## src/rtl/clock_tick_controller.sv

```systemverilog
// Tick sequencer for the digital clock datapath.
// Divides Clock to a one-second timebase, cascades seconds/minutes/hours
// carries from the datapath max flags, and runs the button set-mode FSM.
module clock_tick_controller #(
  parameter int CLK_DIV   = 50000000,
  parameter int DIV_WIDTH = 26
) (
  input  logic       Clock,
  input  logic       Reset,
  input  logic       Mode_Btn,
  input  logic       Inc_Btn,
  input  logic       Sec_Max,
  input  logic       Min_Max,
  output logic       Sec_Tick,
  output logic       Min_Tick,
  output logic       Hour_Tick,
  output logic       Sec_Clear,
  output logic [1:0] Mode
);

  typedef enum logic [1:0] {
    ST_RUN     = 2'b00,
    ST_SET_HR  = 2'b01,
    ST_SET_MIN = 2'b10
  } state_t;

  // Last prescaler value before wrap; the one-second strobe fires here.
  localparam logic [DIV_WIDTH-1:0] LP_LAST = DIV_WIDTH'(CLK_DIV - 1);

  state_t               r_state;
  logic [DIV_WIDTH-1:0] r_count;
  logic                 r_mode_prev;
  logic                 r_inc_prev;
  logic                 r_sec_tick;
  logic                 r_min_tick;
  logic                 r_hour_tick;
  logic                 r_sec_clear;
  logic [1:0]           r_mode;

  logic w_mode_press;
  logic w_inc_press;
  logic w_one_sec;

  // Rising-edge press detection against last cycle's button level;
  // one_sec is only meaningful while the prescaler runs in RUN.
  always_comb begin
    w_mode_press = Mode_Btn & ~r_mode_prev;
    w_inc_press  = Inc_Btn & ~r_inc_prev;
    w_one_sec    = (r_state == ST_RUN) && (r_count == LP_LAST);
  end

  // FSM, prescaler, button history and all registered outputs.
  always_ff @(posedge Clock or posedge Reset) begin
    if (Reset) begin
      r_state     <= ST_RUN;
      r_count     <= '0;
      // History starts high so a button held through reset is not a press.
      r_mode_prev <= 1'b1;
      r_inc_prev  <= 1'b1;
      r_sec_tick  <= 1'b0;
      r_min_tick  <= 1'b0;
      r_hour_tick <= 1'b0;
      r_sec_clear <= 1'b0;
      r_mode      <= ST_RUN;
    end else begin
      r_mode_prev <= Mode_Btn;
      r_inc_prev  <= Inc_Btn;
      // Pulses default low so each is exactly one cycle wide.
      r_sec_tick  <= 1'b0;
      r_min_tick  <= 1'b0;
      r_hour_tick <= 1'b0;
      r_sec_clear <= 1'b0;

      case (r_state)
        ST_RUN: begin
          if (w_mode_press) begin
            // Entering set mode beats a coincident one-second strobe.
            r_state <= ST_SET_HR;
            r_mode  <= ST_SET_HR;
            r_count <= '0;
          end else begin
            r_count     <= w_one_sec ? '0 : r_count + DIV_WIDTH'(1);
            r_sec_tick  <= w_one_sec;
            r_min_tick  <= w_one_sec & Sec_Max;
            r_hour_tick <= w_one_sec & Sec_Max & Min_Max;
          end
        end

        ST_SET_HR: begin
          r_count <= '0;
          if (w_mode_press) begin
            r_state <= ST_SET_MIN;
            r_mode  <= ST_SET_MIN;
          end else begin
            r_hour_tick <= w_inc_press;
          end
        end

        ST_SET_MIN: begin
          r_count <= '0;
          if (w_mode_press) begin
            // Seconds restart from zero; the prescaler is already at 0,
            // so the first Sec_Tick lands CLK_DIV cycles after this pulse.
            r_state     <= ST_RUN;
            r_mode      <= ST_RUN;
            r_sec_clear <= 1'b1;
          end else begin
            // Minute adjust never carries into hours.
            r_min_tick <= w_inc_press;
          end
        end

        default: begin
          // Unused encoding: recover to RUN quietly.
          r_state <= ST_RUN;
          r_mode  <= ST_RUN;
          r_count <= '0;
        end
      endcase
    end
  end

  assign Sec_Tick  = r_sec_tick;
  assign Min_Tick  = r_min_tick;
  assign Hour_Tick = r_hour_tick;
  assign Sec_Clear = r_sec_clear;
  assign Mode      = r_mode;

endmodule

```

## config.mk

```make
export PLATFORM = sky130hd
export DESIGN_NAME = clock_tick_controller
export DESIGN_NICKNAME = d
export VERILOG_FILES = /design/src/rtl/clock_tick_controller.sv
export SDC_FILE = /design/constraint.sdc
export NUM_CORES = 1
export LEC_CHECK = 0
export BUFFER_PORTS_ARGS = -buffer_cell sky130_fd_sc_hd__buf_2
export CORE_ASPECT_RATIO = 1.5
export CORE_MARGIN = 2
export CORE_UTILIZATION = 45
export CTS_CLUSTER_DIAMETER = 40
export DETAILED_ROUTE_END_ITERATION = 7
export GPL_TIMING_DRIVEN = 0
export PLACE_DENSITY = 0.65
export SETUP_SLACK_MARGIN = 0.5
export SYNTH_ARGS = -nofsm -noshare
export SYNTH_HDL_FRONTEND = slang
export SYNTH_SLANG_ARGS = --single-unit
```

## constraint.sdc

```tcl
create_clock -name Clock -period 6.16 [get_ports Clock]
set_input_delay 0 -clock Clock [delete_from_list [all_inputs] [get_ports Clock]]
set_output_delay 0 -clock Clock [all_outputs]
set_load 0.01 [all_outputs]
```

# Word-level counts from Yosys, hierarchy flattened
# Cells that the tools add are included.
[totals]
input_bits = 6
regBits = 34
[classes]
n_bitwise = 6
n_mux = 16
eq_ne = 6
n_addsub = 1
n_reduce_logical = 3
[op_table]
columns = ["op", "n"]
rows = [
  ["26-bit 2-to-1 mux", 3],
  ["26-bit by 1-bit adder with 26-bit output, second input constant", 1],
  ["26-bit equality test, second input constant", 1],
  ["1-bit 2-to-1 mux", 7],
  ["2-bit 2-to-1 mux", 3],
  ["2-bit inequality test, second input constant", 3],
  ["2-bit one-hot mux with 3 select lines", 1],
  ["1-bit bitwise AND", 4],
  ["1-bit one-hot mux with 2 select lines", 2],
  ["3-bit AND reduction", 1],
  ["2-bit by 1-bit equality test with 1-bit output, second input constant", 1],
  ["2-bit equality test, second input constant", 1],
  ["2-bit zero test", 1],
  ["1-bit inverter", 2],
  ["1-bit logical AND", 1],
]

# Longest topological paths before layout
# Gate-level depths: netlist of the first run.
[depth]
ltp_word = 6
depth_mapped = 7
depth_no_buf = 5

# Worst setup path before layout of the first run
# OpenSTA, ideal clock, no wires.
[synth_path]
path_type = "register to register"
start = "reg r_count[0]"
end = "reg r_count[2]"
setup_time_ns = 0.122
setup_slack_ns = 4.179
stages_incl_launch_ff = 8
n_path_buf = 2
required_time_ns = 6.038
arrival_ns = 1.859
path_cell_list = "dfrtp_1 ha_1 and3_1 clkbuf_1 nand4_1 o31ai_2 buf_2 nor2_1"
[synth_via]
elab_chain_len = 5
word_cells_on_any_way = 6
classes_between = "add/sub: 1; eq/ne: 1; mux: 3; reduce/logical: 1"
[synth_lines]
columns = ["item", "line", "source"]
rows = [
  ["from (decl)", "31", "logic [DIV_WIDTH-1:0] r_count;"],
  ["from (signal assigned)", "82", "r_count <= w_one_sec ? '0 : r_count + DIV_WIDTH'(1);"],
  ["branches (longest 2 deep; another with 26-bit by 1-bit adder with 26-bit output)", "--", ""],
  ["26-bit 2-to-1 mux *", "82", ""],
  ["26-bit 2-to-1 mux *", "76", "if (w_mode_press) begin"],
  ["26-bit 2-to-1 mux *", "74", "case (r_state)"],
]
# Mark *: on every way between the ends.
# A chain may end at the register's enable or synchronous reset.

# Worst setup path in the final report of the first run
[layout_path]
start = "reg r_count[0]"
end = "reg r_count[3]"
# The elaborated chain is that of the path after synthesis.

==> flow_metrics.env, run 1 <==
export IMPL_antenna_found_initial=0
export IMPL_grt_overflow_total=0
export IMPL_synth_top_family_by_area="simple AND/OR/NAND/NOR gates"
export IMPL_firstDrtPassIters=6
export IMPL_synthXorXnorAreaFrac_pct=7.42
export IMPL_grt_pass1_vias=1315
export IMPL_fill_cells=358
export IMPL_status="finished, final reports clean"
export IMPL_cts_sinks=34
export IMPL_drc=0
export IMPL_slew_violations=0
export IMPL_die_h_um=78.2
export IMPL_grt_max_degree=35
export IMPL_pwr_share_seq_pct=50.4
export IMPL_worstPathCellList="ha_1 -> and3_1 -> clkbuf_1 -> nand4_1 -> o31ai_2 -> buf_2 -> nor2_1"
export IMPL_slew_headroom_pct=54.1
export IMPL_hold_violations=0
export IMPL_crit_fanout=10
export IMPL_synth_area_per_cell_um2=10.1
export IMPL_syn_nets=171
export IMPL_synth_compound_area_share_pct=9.84
export IMPL_irDropWorstVdd_v=0.000181
export IMPL_rows=27
export IMPL_coreArea_um2=3580
export IMPL_cp_end_kind="register"
export IMPL_ioPinCount=12
export IMPL_wl_um=3370
export IMPL_synth_simple_gate_area_share_pct=28.2
export IMPL_setup_viol=0
export IMPL_final_nets=195
export IMPL_cp_start_kind="register"
export IMPL_synth_mux_area_share_pct=0
export IMPL_period_share_pct=39.4
export IMPL_power_total_uw=504
export IMPL_max_freq_mhz=412
export IMPL_grt_pass1_wl_um=5710
export IMPL_power_switching_uw=146
export IMPL_detailed_place_hpwl_um=2410
export IMPL_clockBufferDepth=2
export IMPL_wl_per_cell_um=14.5
export IMPL_die_area_um2=4180
export IMPL_ant_nets=0
export IMPL_p_leak_uw=0.000799
export IMPL_ys_seq_elements=34
export IMPL_diodes=0
export IMPL_syn2layout_area_growth_pct=16.8
export IMPL_clock_power_share_pct=32.9
export IMPL_finalCriticalPeriod_ns=2.43
export IMPL_p_comb_share_pct=16.7
export IMPL_cap_violations=0
export IMPL_multi_input_area_um2=763
export IMPL_gp_congestion=0.832
export IMPL_worst_pin_slew_ns=0.685
export IMPL_drt_iter0_drc=44
export IMPL_seq_area_frac_synth_pct=51.6
export IMPL_cpPeakStageDelay_ns=0.62
export IMPL_track_usage_pct=18.7
export IMPL_worstSetupPathType="register to register"
export IMPL_power_density_nw_per_um2=261
export IMPL_fp_dieW_um=53.5
export IMPL_htreeDepth=2
export IMPL_finalSetupTns_ns=0
export IMPL_cp_arrival_ns=2.59
export IMPL_yosysWarnings=0
export IMPL_drive_gt1_share_pct=18.5
export IMPL_hold_path_class="input pin to asynchronous set/reset pin"
export IMPL_synthCells=164
export IMPL_port_buffers=11
export IMPL_cts_setup_buffers=0
export IMPL_register_area_um2=853
export IMPL_cts_made_buffers=5
export IMPL_swShare_pct=29.0
export IMPL_netlist_area_um2=1650
export IMPL_cts_root_buffer="clkbuf_8"
export IMPL_cts_resized_gates=0
export IMPL_ys_types=37
export IMPL_num_vias=1324
export IMPL_path_clk_slew_ns=0.07
export IMPL_start_util_pct=46.2
export IMPL_hold_buffers=4
export IMPL_cts_tree="yes"
export IMPL_clk_latency_ns=0.28
export IMPL_synth_adder_area_share_pct=0.757
export IMPL_cp_data_required_time_ns=6.32
export IMPL_internal_power_uw=358
export IMPL_rsz0062_at_grt="false"
export IMPL_viasPerCell=5.71
export IMPL_finalClockSkew_ns=0.00653
export IMPL_slowest_stage="o31ai_2"
## critical path, delay by kind of cell, from the launching register on
family                     cells  cell delay, ns
AOI/OAI and AO/OA              1            0.62
buffers and inverters          2            0.61
and+or+nand+nor                3            0.46
DFF                            1            0.40
adders and majority gates      1            0.22
## sequential cells by signal (all words and copies together), names as in the netlist
name         cells
r_mode_prev      1
r_count         26
Sec_Clear        1
Mode             2
r_inc_prev       1
Min_Tick         1
Hour_Tick        1
Sec_Tick         1
## cells in the final DEF, fill, tap and decap left out, drive strengths merged
cell type / netlist / final
a21oi: 11 / 11
a31o: 1 / 1
a41o: 1 / 1
and2: 1 / 1
and3: 4 / 4
and3b: 1 / 1
and4: 4 / 4
buf: 3 / 15
clkbuf: 1 / 8
clkinv: 0 / 2
dfrtp: 32 / 32
dfstp: 2 / 2
dlygate4sd3: 0 / 5
ha: 1 / 1
inv: 3 / 2
nand2: 9 / 9
nand3: 13 / 13
nand4: 8 / 8
nor2: 19 / 19
nor2b: 1 / 1
nor3: 5 / 5
nor3b: 2 / 2
nor4: 1 / 1
nor4b: 1 / 1
o21ai: 7 / 7
o31ai: 6 / 6
or3: 6 / 6
or3b: 1 / 1
or4: 6 / 6
xnor2: 6 / 6
xor2: 8 / 8
## cell usage after synthesis, drive strengths merged
master,number,area share (%)
dfrtp,32,48
ha,1,0.76
nor4b,1,0.53
o31ai,6,3.0
or3b,1,0.53
o21ai,7,2.1
nor3b,2,0.91
and3,4,1.6
a21oi,11,3.6
and4,4,2.2
xnor2,6,3.2
a41o,1,0.61
nand2,9,2.0
and3b,1,0.53
nor3,5,1.5
a31o,1,0.53
or4,6,3.2
dfstp,2,3.2
xor2,8,4.2
clkbuf,1,0.23
nor2,19,4.3
inv,3,0.68
buf,3,1.3
nand4,8,3.0
nor4,1,0.38
nand3,13,4.2
nor2b,1,0.38
and2,1,0.38
or3,6,2.4
## power groups by stage
| stage | Sequential (uW) | Clock (uW) | Combinational, uW |
|---|---|---|---|
| 2_1_floorplan | 259 | 0 | 52.5 |
| 3_3_place_gp | 257 | 0 | 78.6 |
| 3_5_place_dp | 258 | 0 | 81.1 |
| 4_1_cts | 254 | 172 | 83.2 |
| 5_1_grt | 257 | 181 | 93.9 |
| 6_report | 254 | 165 | 84.1 |
## through the flow
| stage | setup WS (ns) | hold WS (ns) | instances | utilization [%] | instance area, um2 |
|---|---|---|---|---|---|
| CTS | 3.71 | 0.0961 | 230 | 52.9 | 1890 |
| finish | 3.73 | 0.278 | 232 | 53.9 | 1930 |
| floorplan | 4.18 | 0.00448 | 164 | - | 1650 |
| global route | 3.55 | 0.320 | 232 | 53.9 | 1930 |
| detailed placement | 3.73 | 0.117 | 218 | 49.2 | 1760 |
| global placement | 3.75 | 0.113 | 218 | 49.2 | 1760 |
## kinds of logic after synthesis
kind of cell             Yosys count
AO/OA/AOI/OAI                     26
XOR/XNOR                          14
adder cells (fa/ha/maj)            1
buffers and inverters              7
flip-flops                        34
AND/OR/NAND/NOR                   82
## metal layers
layer  track usage [%]  routed length (um)
met3              3.99                  94
met1              20.4                1390
met4              8.46                  70
met2              33.0                1810
met5                 0                   0
## final timing paths
check	slack, ns	depth (start not counted)	start	to
max	3.73	7	r_count[0]	r_count[3]
min	0.28	3	Reset	Mode[0]
max reg2reg	3.73	7	r_count[0]	r_count[3]
min reg2reg	0.51	1	r_count[0]	r_count[0]
max in group asynchronous	5.42	4	Reset	r_count[13]
min in group Clock	0.36	2	Inc_Btn	r_inc_prev
## layout make-up
| cell class | instances | area share [%] |
|---|---|---|
| Inverter | 3 | 0.583 |
| Clock inverter | 1 | 0.259 |
| Multi-Input combinational cell | 123 | 39.5 |
| Timing Repair Buffer | 17 | 6.87 |
| Tap cell | 43 | 2.79 |
| Buffer | 4 | 1.30 |
| Sequential cell | 34 | 44.2 |
| Clock buffer | 7 | 4.47 |
Note: power is estimated with default switching activity, not from simulation.
==> run 2, diff against run 1 <==
==> constraint.sdc (replaced) <==
create_clock -name Clock -period 2.5 [get_ports Clock]
set_input_delay 0 -clock Clock [delete_from_list [all_inputs] [get_ports Clock]]
set_output_delay 0 -clock Clock [all_outputs]
set_load 0.01 [all_outputs]
==> run 2 against run 1 <==
Against the previous run:
- critical path depth fell by 2
- worst hold slack better by 0.0017 ns
- cell count grew 8.6%
- maximum frequency rose by 25%
- non-clock buffer count is 20 higher
- utilization rose by 4.8 points
- count of clock-buffer cells in the layout unchanged
- first-iteration DRC count grew 27%
- largest power group unchanged
- sequential share of layout area down 3.3 points
- via count grew 7.9%
- global-route usage is 0.31 points higher
- clock power grew 150%
==> flow_metrics.env, run 2 (synthesis gave the netlist of run 1 again) <==
export IMPL_status="finished, final reports clean"
export IMPL_p_comb_share_pct=20.6
export IMPL_multi_input_area_um2=774
export IMPL_gp_congestion=0.832
export IMPL_cp_arrival_ns=2.16
export IMPL_p_leak_uw=0.000893
export IMPL_r2r_start="r_count[3]"
export IMPL_antenna_found_initial=0
export IMPL_final_common_cell="dfrtp_1"
export IMPL_max_freq_mhz=514
export IMPL_largest_reg_flops=26
export IMPL_swShare_pct=28.9
export IMPL_grt_max_degree=35
export IMPL_internal_power_uw=924
export IMPL_crit_fanout=5
export IMPL_path_clk_slew_ns=0.07
export IMPL_layout_common_cells="dfrtp_1, buf_4, nor2_1"
export IMPL_slowest_stage="or4_4"
export IMPL_grt_pass1_vias=1344
export IMPL_cts_tree="yes"
export IMPL_htreeDepth=2
export IMPL_hold_path_class="input pin to asynchronous set/reset pin"
export IMPL_detailed_place_hpwl_um=2410
export IMPL_worstPathCellList="nand4_1 -> or4_4 -> buf_6 -> or4_4 -> a21oi_2"
export IMPL_startpoint="r_count[3]"
export IMPL_critPathMostFrequentCell="or4_4"
export IMPL_firstDrtPassIters=4
export IMPL_ioPinCount=12
export IMPL_worstSetupPathType="register to register"
export IMPL_port_buffers=11
export IMPL_slew_violations=0
export IMPL_clk_latency_ns=0.28
export IMPL_cp_start_kind="register"
export IMPL_finalCriticalPeriod_ns=1.95
export IMPL_rows=27
export IMPL_reg2reg_depth=5
export IMPL_cp_end_kind="register"
export IMPL_design_area_um2=2100
export IMPL_fp_dieW_um=53.5
export IMPL_cpPeakStageDelay_ns=0.53
export IMPL_power_switching_uw=376
export IMPL_pwr_share_seq_pct=48.0
export IMPL_finalClockSkew_ns=0.00582
export IMPL_power_density_nw_per_um2=619
export IMPL_top_register="r_count"
export IMPL_drt_iter0_drc=56
export IMPL_grt_overflow_total=0
export IMPL_coreArea_um2=3580
export IMPL_rsz0062_at_grt="false"
export IMPL_die_h_um=78.2
export IMPL_drc=0
export IMPL_wl_per_cell_um=14.7
export IMPL_cts_root_buffer="clkbuf_8"
export IMPL_clock_power_share_pct=31.4
export IMPL_drive_gt1_share_pct=29.2
export IMPL_hold_violations=0
export IMPL_cap_violations=0
export IMPL_cp_data_required_time_ns=2.72
export IMPL_setup_viol=0
export IMPL_start_util_pct=46.2
export IMPL_ant_nets=0
export IMPL_grt_pass1_wl_um=5780
export IMPL_syn2layout_area_growth_pct=27.1
export IMPL_period_share_pct=77.8
export IMPL_fill_cells=330
export IMPL_viasPerCell=5.67
export IMPL_r2r_end="r_count[23]"
export IMPL_num_vias=1428
export IMPL_clockBufferDepth=2
export IMPL_worstSetupEndpoint="r_count[23]"
export IMPL_track_usage_pct=19.0
export IMPL_register_area_um2=858
export IMPL_rrSetupSlack_ns=0.55
export IMPL_diodes=0
export IMPL_wl_um=3710
export IMPL_worst_pin_slew_ns=0.691
export IMPL_cts_sinks=34
export IMPL_slew_headroom_pct=53.7
export IMPL_cts_made_buffers=5
export IMPL_finalSetupTns_ns=0
export IMPL_die_area_um2=4180
export IMPL_post_dp_cell_area_um2=1760
export IMPL_final_nets=215
export IMPL_irDropWorstVdd_v=0.000439
export IMPL_whs_ns=0.279
run 2: worst min path at each step:
stage | depth (start not counted) | slack (ns) | from | to
after CTS | 2 | 0.1 | Reset | r_count[25]
after floorplan | 0 | 0.004 | Inc_Btn | r_inc_prev
after detailed placement | 1 | 0.12 | Inc_Btn | r_inc_prev
after global routing | 3 | 0.32 | Reset | Mode[0]
final | 3 | 0.28 | Reset | Mode[0]
after global placement | 1 | 0.11 | Inc_Btn | r_inc_prev
run 2: power by group through the flow:
| stage | Clock [uW] | Combinational, uW | Sequential, uW |
|---|---|---|---|
| after floorplan | 0 | 129 | 638 |
| after global placement | 0 | 194 | 633 |
| after detailed placement | 0 | 200 | 637 |
| after CTS | 425 | 231 | 626 |
| after global routing | 445 | 294 | 630 |
| final | 408 | 268 | 624 |
run 2: what timing repair did:
item / 4_1_cts / 5_1_grt
buffers inserted: 5 / 14
pin swaps: 3 / 6
gates cloned: 0 / 1
hold buffers: 4 / 1
gates resized for setup: 4 / 5
setup endpoints to repair: 26 / 18
endpoints found under the hold margin: 4 / 14
run 2: worst max-delay path, delay by kind of cell, from the launching register on:
kind,cells,cell delay (ns)
compound gates,1,0.13
flops,1,0.41
buf+inv,1,0.15
simple gates,3,1.19
run 2: metal layers:
| layer | vias to the layer above | GRT usage [%] | wire (um) | share of wire, % |
|---|---|---|---|---|
| li1 | 688 | - | - | - |
| met1 | 696 | 20.6 | 1450 | 39 |
| met2 | 33 | 33.8 | 2000 | 54 |
| met3 | 11 | 3.99 | 145 | 3.9 |
| met4 | 0 | 8.46 | 113 | 3.0 |
| met5 | - | 0 | 0 | 0 |
run 2: through the flow:
stage	power (uW)	std cells	setup WS, ns	util (%)
3_5_place_dp	837	218	0.0735	49.2
2_1_floorplan	767	164	0.519	-
6_report	1300	252	0.555	58.7
4_1_cts	1280	235	0.501	54.3
5_1_grt	1370	252	0.482	58.7
3_3_place_gp	827	218	0.0886	49.2
run 2: area by class of cell:
cell class	instances	share of cell area, %
inverters	3	0.536
multi-input cells	123	36.9
well taps	43	2.56
flip-flops and latches	34	40.9
clock inverters	1	0.238
repair buffers	37	13.3
clock buffers	7	4.11
plain buffers	4	1.49
